==> config.mk <==
export PLATFORM = sky130hd
export DESIGN_NAME = vga_pattern_scheduler
export DESIGN_NICKNAME = d
export VERILOG_FILES = /design/src/rtl/vga_pattern_scheduler.sv
export SDC_FILE = /design/constraint.sdc
export NUM_CORES = 1
export LEC_CHECK = 0
export ABC_AREA = 1
export BUFFER_PORTS_ARGS = -buffer_cell sky130_fd_sc_hd__buf_2
export CAP_MARGIN = 20
export CORE_ASPECT_RATIO = 1.2
export CORE_UTILIZATION = 47
export DETAILED_ROUTE_END_ITERATION = 10
export GPL_TIMING_DRIVEN = 0
export PLACE_DENSITY = 0.8
export SLEW_MARGIN = 20
export SYNTH_ARGS = -nofsm -noshare
export SYNTH_HDL_FRONTEND = slang
export SYNTH_SLANG_ARGS = --single-unit
==> constraint.sdc <==
create_clock -name clk -period 2.25 [get_ports clk]
set_input_delay 0.225 -clock clk [delete_from_list [all_inputs] [get_ports clk]]
set_output_delay 0.225 -clock clk [all_outputs]
set_load 0.01 [all_outputs]
==> src/rtl/vga_pattern_scheduler.sv <==
// Frame-synchronous test-pattern selector for the VGA datapath.
// Advances on button or auto timer only at frame ends, with optional black frame.
module vga_pattern_scheduler #(
  parameter int NUM_PATTERNS = 4,
  parameter int AUTO_FRAMES  = 120,
  parameter int H_ACT        = 640,
  parameter int V_ACT        = 480,
  parameter int BLANK_EN     = 1
) (
  input  logic                            clk,
  input  logic                            reset,
  input  logic [9:0]                      x_pixel,
  input  logic [9:0]                      y_pixel,
  input  logic                            DE,
  input  logic                            btn_next,
  input  logic                            btn_auto,
  input  logic [12*NUM_PATTERNS-1:0]      rgb_src_bus,
  output logic [3:0]                      red_port,
  output logic [3:0]                      green_port,
  output logic [3:0]                      blue_port,
  output logic                            de_out,
  output logic [$clog2(NUM_PATTERNS)-1:0] pattern_sel,
  output logic                            auto_mode,
  output logic [15:0]                     frame_cnt
);

  localparam int SW = $clog2(NUM_PATTERNS);
  localparam int CW = $clog2(AUTO_FRAMES);
  localparam logic [9:0]    X_LAST   = 10'(H_ACT - 1);
  localparam logic [9:0]    Y_LAST   = 10'(V_ACT - 1);
  localparam logic [SW-1:0] SEL_LAST = SW'(NUM_PATTERNS - 1);
  localparam logic [CW-1:0] CNT_LAST = CW'(AUTO_FRAMES - 1);

  typedef enum logic {
    RUN   = 1'b0,
    BLANK = 1'b1
  } state_t;

  state_t        state_q, state_d;
  logic          next_q, autob_q;
  logic          pending_q, pending_d;
  logic [CW-1:0] cnt_q, cnt_d;
  logic [SW-1:0] sel_q, sel_d;
  logic          auto_q;
  logic [15:0]   fcnt_q;
  logic [11:0]   rgb_q;
  logic          de_q;

  logic frame_end;
  logic next_rise;
  logic auto_rise;
  logic auto_req;
  logic advance;
  logic blank;

  assign frame_end = DE && (x_pixel == X_LAST) && (y_pixel == Y_LAST);
  assign next_rise = btn_next & ~next_q;
  assign auto_rise = btn_auto & ~autob_q;
  assign auto_req  = auto_q && frame_end && (cnt_q == CNT_LAST);

  // FSM state register
  always_ff @(posedge clk) begin
    if (reset) state_q <= RUN;
    else       state_q <= state_d;
  end

  // FSM next state: enter BLANK after an applied switch, leave at frame end
  always_comb begin
    state_d = state_q;
    unique case (state_q)
      RUN:   if (advance && (BLANK_EN != 0)) state_d = BLANK;
      BLANK: if (frame_end)                  state_d = RUN;
    endcase
  end

  // FSM outputs: blanking flag and the switch strobe taken only in RUN
  always_comb begin
    blank   = (state_q == BLANK);
    advance = (state_q == RUN) && frame_end && (pending_q || auto_req);
  end

  // Request latch, selection and auto-timer next state
  always_comb begin
    pending_d = pending_q;
    if (advance)        pending_d = next_rise;
    else if (next_rise) pending_d = 1'b1;

    sel_d = sel_q;
    if (advance) sel_d = (sel_q == SEL_LAST) ? '0 : sel_q + 1'b1;

    cnt_d = cnt_q;
    if (auto_rise || advance)    cnt_d = '0;
    else if (auto_q && frame_end)
      cnt_d = (cnt_q == CNT_LAST) ? '0 : cnt_q + 1'b1;
  end

  // Control registers, frame counter and one-cycle RGB pipeline
  always_ff @(posedge clk) begin
    if (reset) begin
      next_q    <= 1'b1;
      autob_q   <= 1'b1;
      pending_q <= 1'b0;
      cnt_q     <= '0;
      sel_q     <= '0;
      auto_q    <= 1'b0;
      fcnt_q    <= '0;
      rgb_q     <= '0;
      de_q      <= 1'b0;
    end else begin
      next_q    <= btn_next;
      autob_q   <= btn_auto;
      pending_q <= pending_d;
      cnt_q     <= cnt_d;
      sel_q     <= sel_d;
      auto_q    <= auto_q ^ auto_rise;
      fcnt_q    <= fcnt_q + {15'd0, frame_end};
      rgb_q     <= (!DE || blank) ? 12'h000
                                  : rgb_src_bus[12*sel_q +: 12];
      de_q      <= DE;
    end
  end

  assign {red_port, green_port, blue_port} = rgb_q;
  assign de_out      = de_q;
  assign pattern_sel = sel_q;
  assign auto_mode   = auto_q;
  assign frame_cnt   = fcnt_q;

endmodule

==> results of run 1 <==
==> routing by layer <==
layer	vias up	wire (µm)	GRT usage [%]
met5	-	0	0
met4	0	87	7.87
met3	8	250	4.45
met2	68	2980	42.9
met1	1186	2520	25.8
li1	1362	-	-
==> logic make-up (layout without fill, tap and decap cells) <==
logic type / after synthesis / count (layout) / share of synthesized area, %
and+or+nand+nor: 188 / 188 / 36.5
AOI/OAI and AO/OA: 68 / 68 / 15.5
buffers and inverters: 50 / 162 / 8.31
DFF: 43 / 43 / 37.1
adders and majority gates: 4 / 4 / 2.16
xor gates and xnor gates: 1 / 1 / 0.378
==> area by class of cell <==
| class | count | share of cell area [%] |
|---|---|---|
| multi-input combinational | 261 | 41.5 |
| sequential | 43 | 28.2 |
| timing repair buffer | 104 | 17.1 |
| inverter | 40 | 4.92 |
| tap | 58 | 2.38 |
| clock buffer | 5 | 2.26 |
| clock inverter | 3 | 2.22 |
| buffer | 10 | 1.40 |
==> state kept, by name (all words and copies together), names as in the netlist <==
register and cells:
frame_cnt 16, rgb_q 12, cnt_q 7, pattern_sel 2
auto_mode 1, autob_q 1, blank 1, de_out 1
next_q 1, pending_q 1
==> final timing paths <==
path / endpoint / startpoint / slack (ns) / cells past startpoint
min reg2reg: frame_cnt[15] / frame_cnt[15] / 0.48 / 2
max reg2reg: frame_cnt[12] / frame_cnt[0] / 0.60 / 11
min: autob_q / btn_auto / 0.12 / 3
max: frame_cnt[12] / x_pixel[8] / 0.44 / 17
==> layout by cell type, fill, tap and decap left out, drive strengths merged <==
master,Yosys,final
a21o,1,1
buf,4,108
nand2,59,59
clkbuf,6,11
nand4,11,11
a31o,1,1
a31oi,2,2
a21oi,23,23
ha,4,4
inv,40,40
nand3,13,13
or2,2,2
clkinvlp,0,1
o21ai,38,38
o21bai,1,1
nor3,4,4
dfxtp,43,43
o21a,2,2
nor2,98,98
nor3b,1,1
xnor2,1,1
bufinv,0,2
==> worst max-delay path, delay by kind of cell <==
family	cells	cell delay, ns
and+or+nand+nor	12	1.22
adders and majority gates	2	0.35
buffers and inverters	2	0.17
AOI/OAI and AO/OA	1	0.03
==> power by group through the flow <==
stage               sequential, mW  clock [mW]  combinational, mW
detailed placement           0.795           0              0.145
global route                 0.779       0.771              0.164
global placement             0.795           0              0.142
finish                       0.777       0.727              0.145
CTS                          0.777       0.739              0.146
floorplan                    0.801           0             0.0530
==> per-stage QoR <==
stage                     cell area (µm²)  worst slack [ns]  instances  hold slack [ns]
after floorplan                      2320             0.406        354            0.308
after global placement               2910             0.126        516            0.424
after detailed placement             2910             0.108        516            0.429
after CTS                            3050             0.436        524            0.107
after global routing                 3050             0.234        524            0.120
final                                3050             0.440        524            0.119
==> impl_summary.md, run 1 <==
Status
The run finished with clean final reports.

Yosys
By instance count, the leading cell after synthesis is sky130_fd_sc_hd__nor2_1. The number of warnings printed during yosys synthesis is 0. The instance count of the mapped netlist is roughly 350. The prevailing post-synth register cell is sky130_fd_sc_hd__dfxtp_1. The portion of the post-synthesis area used by sequential elements is between 30% and 40%. In this run, synthesis produced a sequential element count of 43. Counting flops with an async set or reset pin after synthesis yields a share of 0%.

Counting flops with a built-in enable in the synthesized netlist gives 0. After synthesis, the mean cell area works out to 6.55 µm². The netlist uses 30 different library cells. The post-synthesis cell type with the largest combined area is sky130_fd_sc_hd__dfxtp_1. The number of nets in the synthesized netlist is around 430. By count the netlist is led by 90 x sky130_fd_sc_hd__nor2_1, 55 x sky130_fd_sc_hd__nand2_1, 43 x sky130_fd_sc_hd__dfxtp_1.

The area fraction of the dominant cell type after synthesis is a little under two fifths. By area the synthesized netlist is led by sky130_fd_sc_hd__dfxtp_1 37%, sky130_fd_sc_hd__nor2_1 15%, sky130_fd_sc_hd__nand2_1 8.9%, sky130_fd_sc_hd__o21ai_0 8.2%, sky130_fd_sc_hd__inv_1 6.3%. In this run the cell area of the synthesized design comes to 0.00232 mm².

Die
The initial standard-cell utilization of the core is 49.8%. The die area is roughly 0.0052 mm². The floorplan has 27 rows. The floorplan step defined a core boundary enclosing between 0.004 and 0.005 mm². The height of the die is between 70 and 80 µm. The overall die width is about 66 µm.

Pin placement for this block handled 105 I/O pins.

Layout
The final antenna diode count is 0. In the final design database the tool counted around 540 nets. After filler insertion, the fill cell instance count of the layout stands at ~420. Relative to the synthesized area, the layout overhead comes to 31.4%. Registers take ~860 µm².

The combined area of the multi-input logic cells is 0.00127 mm². Cells with a size suffix above 1 make up 29.4% of the layout. The utilization after layout is roughly 65%.

STA
The number of setup violations in the final report is 0. For the pin with the worst max-slew slack, the measured transition is 0.455 ns. The minimum period implied by the final worst setup slack is between 1.5 and 2 ns. The post-route clock period utilization is 80.5%. For the final routed database, the setup TNS stands at 0 ns. The number of max-slew violations in the final report is 0. The highest clock frequency the design can meet is about 550 MHz. Setup repair after global routing left no endpoint under its margin. The number of endpoints with negative hold slack in the final report was 0. The worst pin sits at a relative slew slack of 69.6%. Across the routed clock network, the largest skew measured is about 0.009 ns.

Global route
The via count of the first global-routing pass is between 2,000 and 2,500. The number of antenna violations at the first check in global routing is 0. The total overflow left after global routing is 0.

In the global route stage, overall resource usage came out at 23.2%. The first global-routing pass estimated about 9600 µm of wire. The largest net degree at the start of global routing is 15.

Clocking
The H-tree depth is 2. TritonCTS built the clock tree. The number of buffers inserted for hold repair after clock tree synthesis is 0. The clock insertion delay at the later pin of the skew report is approximately 0.3 ns. The root buffer cell is sky130_fd_sc_hd__clkbuf_8. The tree built by TritonCTS fans out to 43 sinks.

The clock transition at the registers of the reported paths is 0.09 ns. The maximum root-to-sink buffer count is 2. The number of cells upsized or downsized after cts is 0. The number of clock buffers inserted by TritonCTS is 5. Buffers added to address setup during post-CTS repair amount to 0.

Placement
The congestion estimate from routability-driven global placement came to 0.817. Detailed placement ended at an HPWL of 4570 µm. Port buffering added roughly 100 buffers.

Worst setup path
Walking the worst path, the cells encountered are buf_2 -> nor2_1 -> nand3_1 -> nor2_1 -> nand3_1 -> inv_1 -> ha_1 -> ha_1 -> nand2_1 -> nor2_2 -> nand2_2 -> nor2_4 -> nand2_4 -> nor2_8 -> nand4_1 -> nand2_1 -> a21oi_2. The worst path arrival time is roughly 2.0 ns. The data required time of the worst path is between 2 and 2.5 ns. The worst setup path is of the input pin to flip-flop kind. The largest single stage delay on the critical path is about 0.18 ns.

The cell with the largest stage delay on the worst path is sky130_fd_sc_hd__ha_1. The worst setup path is launched from an input pin. The highest net fanout along the worst path is 6. The endpoint kind of the worst setup timing path is a flip-flop.

Min path
The class of the worst hold path is input pin to flip-flop.

Drt
The mean number of vias per cell is 5.01. The pre-antenna-repair detailed-routing pass consisted of 4 iterations. The final route contains between 2,000 and 3,000 vias.

In this run the remaining antenna-violating nets after routing total 0. The violation count after the first detailed-route iteration is approximately 130. The detail-routed net length per standard cell is between 10 and 15 µm. The total DRC errors in the routed layout is 0. The aggregate routed wire length is ~5800 µm.

Pwr
The fraction of power spent switching nets is 21.8%. The worst vdd rail ir drop is between 300 and 400 µV. The internal power is 1.29 mW. The analysis attributes to net switching a power of 0.360 mW. For this design the static power due to leakage is roughly 1.5 nW. The combinational power share is 8.8%.

The clock network fraction of design power is 44.1%. For this design the ratio of total power to cell area is ~540 mW/mm². Sequential cells account for 47.1% of the total power.

After layout, the design draws a total of approximately 1.6 mW.

Job
The total of max-cap violations is 0.
Power figures use the tool's default switching activity.
==> inputs of run 2 (changes only) <==
- ABC_AREA: 1 -> 0
- CORE_UTILIZATION: 47 -> 45
- clock period: 2.25 -> 1.7 ns (I/O delays scaled with it)
==> impl_summary.md, run 2 <==
Status
The run finished with clean final reports.

Drt
The first-pass detailed-route iteration total is 4 (unchanged). The aggregate routed wire length came to 4930 µm (-16%). The number of nets still failing antenna checks after routing came to 0 (unchanged). The violation count after the first detailed-route iteration is 86 (-32%). The mean number of vias per cell came to 5.17 (+3.2%). The total via count in the routed design came to 1,897 (-28%). The total DRC errors in the routed layout is 0 (unchanged). The detail-routed net length per standard cell is 13.4 µm (+21%).

Yosys
The compound-gate portion of the synthesized area was 5.34% (-10 points). The netlist area before placement came to 0.00202 mm² (-13%). The area fraction of the dominant cell type after synthesis is 42.7% (+5.6 points). The proportion of synthesized flip-flops having asynchronous set or reset is 0% (unchanged). The number of storage elements in the synthesis netlist is 43 (unchanged). The portion of the post-synthesis area used by sequential elements was 42.7% (+5.6 points). The post-synthesis net count is 273 (-37%). The arithmetic-cell share of the synthesized area counting full adders, half adders and majority gates came to 2.48% (+0.33 points).

After synthesis, the largest family of logic cells by area is simple AND/OR/NAND/NOR gates. The multiplexer area fraction after synthesis is 14.4% (+14 points). The number of flops mapped to enable cells by yosys is 0 (unchanged).

The post-synthesis average cell area is 10.3 µm² (+57%). By instance count, the leading cell after synthesis is sky130_fd_sc_hd__dfxtp_1. In the synthesized netlist, the cells that appear most often are 43 x sky130_fd_sc_hd__dfxtp_1, 21 x sky130_fd_sc_hd__nor2_1, 16 x sky130_fd_sc_hd__and3_1. The prevailing post-synth register cell is sky130_fd_sc_hd__dfxtp_1. The number of warnings printed during yosys synthesis came to 0 (unchanged). The instance count of the mapped netlist is 196 (-45%). The post-synthesis simple-gate area fraction is 27.5% (-9.0 points).

The parity-gate share of the synthesized area counting xor and xnor cells is 5.65% (+5.3 points). Yosys attributes the largest share of cell area to sky130_fd_sc_hd__dfxtp_1 43%, sky130_fd_sc_hd__mux4_2 13%, sky130_fd_sc_hd__and3_1 5.0%, sky130_fd_sc_hd__nor2_1 3.9%, sky130_fd_sc_hd__xor2_1 3.9%. The number of different library cells in the post-synthesis netlist is 35 (+17%). The biggest area contributor in the post-synthesis netlist is sky130_fd_sc_hd__dfxtp_1.

STA
The worst slew margin relative to its limit is 66.4% (-3.2 points). The number of max-slew violations in the final report is 0 (unchanged). The minimum period implied by the final worst setup slack is 1.66 ns. Setup repair after global routing could not meet its margin everywhere. The worst-case clock skew is 0.00627 ns (-0.00253 ns). The highest clock frequency the design can meet is ~600 MHz. The number of endpoints with negative hold slack in the final report is 0 (unchanged). The post-route clock period utilization is a little over nine tenths. The final-layout setup total negative slack came to 0 ns (unchanged).

The transition time at the pin with the least slew margin is 0.503 ns (+0.0482 ns). The number of setup violations in the final report was 0 (unchanged). The final hold slack is 0.0790 ns (-0.0400 ns).

Layout
The layout-stage area growth over the synthesis result is 39.3%. The fraction of final layout cells sized beyond drive strength 1 is 48.9% (+19 points). The sequential cell area is 863 µm² (+0.29%). The combined area of the multi-input logic cells was 0.00119 mm² (-6.0%). The net count of the finished layout was 388 (-28%). The top cell types in the final layout, fill and taps aside, are 104 x sky130_fd_sc_hd__buf_2, 41 x sky130_fd_sc_hd__dfxtp_1, 19 x sky130_fd_sc_hd__nor2_1, 16 x sky130_fd_sc_hd__and3_1, 14 x sky130_fd_sc_hd__nand2_1. The flip-flop count of the largest register after layout was 16 (unchanged). The library cell used most frequently in the layout, excluding fill and tap cells, is sky130_fd_sc_hd__buf_2. The utilization after layout was 65.9% (+0.48 points). The final antenna diode count was 0 (unchanged).

The number of filler instances in the final layout is 372 (-12%). The post-layout instance area is 0.00281 mm² (-7.9%).

Worst setup path
The largest stage delay on the critical path is 0.36 ns (+0.18 ns). The highest net fanout along the worst path was 4 (-2). The kind of start point of the critical path is a flip-flop. The worst path arrival time is 1.88 ns (-0.14 ns). The start-to-end type of the worst setup path is flip-flop to flip-flop. The family with the most delay on the worst path is simple AND/OR/NAND/NOR gates. For this design, the slowest cell found on the critical path is sky130_fd_sc_hd__dfxtp_2.

The combined buffer and inverter count along the critical path came to 0 (-2). Traced cell by cell, the critical path runs through ha_4 -> nand4_4 -> nor4b_4 -> o2111ai_2 -> or3_1 -> a21oi_1. The data required time of the worst path is 1.93 ns (-0.53 ns). The endpoint kind of the worst setup timing path is a flip-flop.

Die
The height of the die came to 75.3 µm (-4.6%). The die area is 0.00475 mm² (-9.0%). The initial standard-cell utilization of the core was 47.3% (-2.5 points). The number of I/O pins is 105 (unchanged).

The core area is 0.00426 mm² (-8.6%). The overall die width is 63.1 µm (-4.6%). The number of cell rows came to 26 (-3.7%).

Global route
The largest net degree at the start of global routing is 13 (-2). The number of antenna violations at the first check in global routing came to 0 (unchanged). The via count of the first global-routing pass was 1,663 (-27%).

The global-route congestion overflow total is 0 (unchanged). The global-route usage over all layers is 21.0% (-2.1 points). The global-route wire length before repair is 7650 µm (-20%).

Placement
The port buffer count is 104 (unchanged). The area after detailed placement is 0.00267 mm² (-8.2%). The HPWL reported at the end of detailed placement came to 3810 µm (-17%). The last weighted congestion value of the routability-driven placer is 0.794 (-2.8%).

Clocking
The H-tree depth is 2 (unchanged). The number of buffers inserted for hold repair after clock tree synthesis is 0 (unchanged). The total number of clock tree sinks came to 43 (unchanged).

The number of clock buffers inserted by TritonCTS is 5 (unchanged). The clock insertion delay at the later pin of the skew report was 0.29 ns (about the same). The TritonCTS clock tree is done. The clock transition at the registers of the reported paths is 0.08 ns (about the same). The root buffer cell is sky130_fd_sc_hd__clkbuf_8.

The maximum root-to-sink buffer count is 2 (unchanged).

Pwr
The total power is 1.85 mW (+12%). The net load switching power is 0.404 mW (+12%). The worst vdd rail ir drop is 412 µV (+9.8%). The internal power is 1.45 mW (+12%). The combinational power share came to 9.3% (+0.5 points). The power density normalized to cell area is 660 mW/mm² (+22%). The sequential power share was 55.7% (+8.6 points). The fraction of power spent switching nets is 21.8% (about the same). The leakage power figure is 1.27 nW (-15%). The clock network fraction of design power is 35.0% (-9.1 points).

Job
The total of max-cap violations is 0 (unchanged).

Min path
The worst hold path belongs to the class input pin to flip-flop.
-- run 2: logic make-up after synthesis --
logic type / count (synthesis)
AOI/OAI and AO/OA: 20
muxes: 14
adders and majority gates: 4
and+or+nand+nor: 92
DFF: 43
buffers and inverters: 10
xor gates and xnor gates: 13
-- run 2: cell type report --
| class | count | share of cell area, % |
|---|---|---|
| buffer | 7 | 1.25 |
| clock buffer | 6 | 2.94 |
| clock inverter | 1 | 0.178 |
| inverter | 3 | 0.401 |
| multi-input combinational | 143 | 42.4 |
| sequential | 43 | 30.7 |
| tap | 56 | 2.50 |
| timing repair buffer | 108 | 19.6 |
-- run 2: path summary, 6_finish.rpt --
kind	from	end	slack [ns]	depth (start not counted)
worst max-delay path	cnt_q[1]	pattern_sel[0]	0.04	6
worst min-delay path	btn_auto	autob_q	0.08	2
worst max register to register	cnt_q[1]	pattern_sel[0]	0.04	6
worst min register to register	blank	blank	0.47	2
-- run 2: worst register-to-register path, stage by stage (launching register included) --
cell and delay, ns:
sky130_fd_sc_hd__dfxtp_2 0.36, sky130_fd_sc_hd__ha_4 0.16, sky130_fd_sc_hd__nand4_4 0.10, sky130_fd_sc_hd__nor4b_4 0.34, sky130_fd_sc_hd__o2111ai_2 0.17, sky130_fd_sc_hd__or3_1 0.33
sky130_fd_sc_hd__a21oi_1 0.14
-- run 2: layer usage --
layer  GRT usage (%)  wire length [µm]  up-vias
met5               0                 0        -
met4            9.30                85        0
met3            4.19               262        9
met2            38.4              2560       64
met1            24.1              2020      889
li1                -                 -      935
-- run 2: what timing repair did --
action	CTS	global route
pin swaps	3	3
endpoints found under the hold margin	0	0
setup buffers	4	0
endpoints found under the setup margin	8	19
resized for setup	0	4
-- run 2: stage by stage --
stage / std cells / worst slack, ns
floorplan: 196 / 0.00897
global placement: 356 / -0.205
detailed placement: 356 / -0.238
CTS: 367 / 0.0352
global route: 367 / -0.0539
finish: 367 / 0.0420
-- run 2: power groups by stage --
stage | logic [mW] | registers, mW | clock network (mW)
5_1_grt | 0.189 | 1.03 | 0.698
3_3_place_gp | 0.167 | 1.05 | 0
4_1_cts | 0.174 | 1.03 | 0.657
6_report | 0.173 | 1.03 | 0.648
3_5_place_dp | 0.174 | 1.06 | 0
2_1_floorplan | 0.0575 | 1.06 | 0
==> inputs of run 3 (changes only) <==
- CORE_UTILIZATION: 45 -> 48
- PLACE_DENSITY: 0.8 -> 0.84
- clock period: 1.7 -> 2 ns (I/O delays scaled with it)
==> impl_summary.md, run 3 (synthesized netlist as in run 2, its figures left out) <==
Layout
The number of filler instances in the final layout is 335 (-9.9%). The sequential cell area is 863 µm² (unchanged). The net count of the finished layout is 386 (-0.52%). The fraction of final layout cells sized beyond drive strength 1 is 46.3% (-2.6 points).

The top cell types in the final layout, fill and taps aside, are 104 x sky130_fd_sc_hd__buf_2, 41 x sky130_fd_sc_hd__dfxtp_1, 20 x sky130_fd_sc_hd__nor2_1, 16 x sky130_fd_sc_hd__and3_1, 14 x sky130_fd_sc_hd__nand2_1. The flip-flop count of the largest register after layout is 16 (unchanged). Leaving out fill and tap cells, the most frequent cell in the layout is sky130_fd_sc_hd__buf_2. The combined area of the multi-input logic cells came to 0.00116 mm² (-2.5%). The utilization after layout is 69.4% (+3.5 points). The final antenna diode count is 0 (unchanged). The layout-stage area growth over the synthesis result is 36.7%.

The post-layout instance count excluding filler cells is 363 (-1.1%). The post-layout instance area came to 0.00276 mm² (-1.8%).

STA
The number of max-slew violations in the final report came to 0 (unchanged). The post-route clock period utilization is 94.3% (-3.2 points). The number of setup violations in the final report was 0 (unchanged). The worst-case clock skew is 0.00394 ns (-0.00233 ns).

The transition time at the pin with the least slew margin was 0.521 ns (+0.0179 ns). The highest clock frequency the design can meet is 530 MHz (-12%). The minimum period implied by the final worst setup slack is 1.89 ns (+0.229 ns). The final-layout setup total negative slack came to 0 ns (unchanged). The minimum setup slack in the final design is 0.113 ns (+0.0714 ns).

The worst slew margin relative to its limit is 65.2% (-1.2 points). The final hold slack is 0.105 ns (+0.0258 ns). The number of endpoints with negative hold slack in the final report is 0 (unchanged).

Global route
The global-route wire length before repair is 7680 µm (+0.44%). The via count of the first global-routing pass is 1,804 (+8.5%). The largest net degree at the start of global routing was 13 (unchanged). The global-route congestion overflow total is 0 (unchanged). The number of antenna violations at the first check in global routing is 0 (unchanged). The global-route usage over all layers is 23.4% (+2.3 points).

Pwr
The combinational power share came to 9.4% (about the same). The clock network fraction of design power is 34.8% (-0.2 points). The internal power is 1.23 mW (-15%). The sequential power share is 55.8% (about the same). The net load switching power is 0.339 mW (-16%). The total power is 1.57 mW (-15%). The leakage power figure is 1.27 nW (-0.56%). The worst vdd rail ir drop was 415 µV (+0.56%). The power density normalized to cell area was 570 mW/mm² (-14%). The fraction of power spent switching nets came to 21.6% (-0.21 points).

Clocking
The H-tree depth came to 2 (unchanged). The clock insertion delay at the later pin of the skew report is 0.29 ns (about the same). The number of buffers inserted for hold repair after clock tree synthesis is 0 (unchanged). The number of clock buffers inserted by TritonCTS is 5 (unchanged). The clock transition at the registers of the reported paths is 0.08 ns (about the same). The total number of clock tree sinks was 43 (unchanged). The maximum root-to-sink buffer count is 2 (unchanged).

TritonCTS built the clock tree. CTS placed an instance of sky130_fd_sc_hd__clkbuf_8 at the clock tree root.

Worst setup path
The highest net fanout along the worst path is 5 (+1). The setup path with the least slack is of type flip-flop to flip-flop. The family with the most delay on the worst path is simple AND/OR/NAND/NOR gates. The largest stage delay on the critical path is 0.40 ns (+0.04 ns). The kind of start point of the critical path is a flip-flop. The cell with the largest stage delay on the worst path is sky130_fd_sc_hd__nor4b_4. The combined buffer and inverter count along the critical path is 0 (unchanged). The worst path arrival time is 2.11 ns (+0.23 ns). The critical path goes through ha_4 -> nand4_4 -> nor4b_4 -> o2111ai_2 -> or3_1 -> a21oi_1. The data required time of the worst path is 2.22 ns (+0.29 ns).

The endpoint kind of the worst setup timing path is a flip-flop.

Die
The initial standard-cell utilization of the core was 50.7% (+3.4 points). The die area was 0.00446 mm² (-6.1%). The height of the die is 73.0 µm (-3.1%). The number of cell rows is 25 (-3.8%).

The overall die width is 61.2 µm (-3.1%). The core area was 0.00397 mm² (-6.8%). The number of I/O pins is 105 (unchanged).

Min path
The class of the worst hold path is input pin to flip-flop.

Placement
The port buffer count is 104 (unchanged). The last weighted congestion value of the routability-driven placer is 0.792 (-0.28%). The cell count after placement is 354 (-0.56%). The HPWL reported at the end of detailed placement was 3860 µm (+1.1%).

The worst slack at placement is -0.193 ns (+0.0457 ns). The area after detailed placement is 0.00260 mm² (-2.6%).

Drt
The total DRC errors in the routed layout came to 0 (unchanged). The violation count after the first detailed-route iteration is 52 (-40%). The detail-routed net length per standard cell came to 13.6 µm (+1.5%). The aggregate routed wire length was 4940 µm (+0.37%). The total via count in the routed design was 1,898 (+0.053%). The mean number of vias per cell is 5.23 (+1.2%). The first-pass detailed-route iteration total is 5 (+1). The number of nets still failing antenna checks after routing is 0 (unchanged).

Job
The total of max-cap violations came to 0 (unchanged).

Status
The run finished with clean final reports.
## run 3: cell types whose count changed in the layout (fill, tap and decap cells not counted), moves of 2 or more
cell / previous run / this run
sky130_fd_sc_hd__nor3_2: 2 / 0
sky130_fd_sc_hd__nor2_2: 2 / 0
sky130_fd_sc_hd__nor3_1: 1 / 3
sky130_fd_sc_hd__buf_4: 4 / 2
sky130_fd_sc_hd__ha_1: 1 / 3
## run 3: layout make-up
type,instances,area share [%]
multi-input combinational,143,42.1
sequential,43,31.3
timing repair buffer,106,19.4
clock buffer,6,3.00
tap,54,2.45
buffer,7,1.13
inverter,3,0.409
clock inverter,1,0.182
## run 3: worst paths after layout
path | start | to | slack (ns) | cells after the start
hold reg to reg | blank | blank | 0.47 | 2
hold / removal | btn_auto | autob_q | 0.10 | 2
setup / recovery | cnt_q[0] | pattern_sel[0] | 0.11 | 6
setup reg to reg | cnt_q[0] | pattern_sel[0] | 0.11 | 6
## run 3: timing repair
| item | CTS | global route |
|---|---|---|
| gates resized for setup | 2 | 10 |
| pin swaps | 0 | 2 |
| buffers inserted | 0 | 2 |
| setup endpoints to repair | 8 | 18 |
## run 3: routing by layer
metal	vias to the layer above	GRT usage, %	part of all wire, %
li1	935	-	-
met1	882	25.9	39
met2	67	41.2	53
met3	14	5.32	5.3
met4	0	10.6	2.5
met5	-	0	0
## run 3: power by group through the flow
stage | Combinational, mW | Clock, mW | Sequential (mW)
5_1_grt | 0.163 | 0.598 | 0.878
6_report | 0.148 | 0.546 | 0.876
3_3_place_gp | 0.142 | 0 | 0.896
4_1_cts | 0.148 | 0.553 | 0.876
3_5_place_dp | 0.146 | 0 | 0.896
2_1_floorplan | 0.0480 | 0 | 0.902
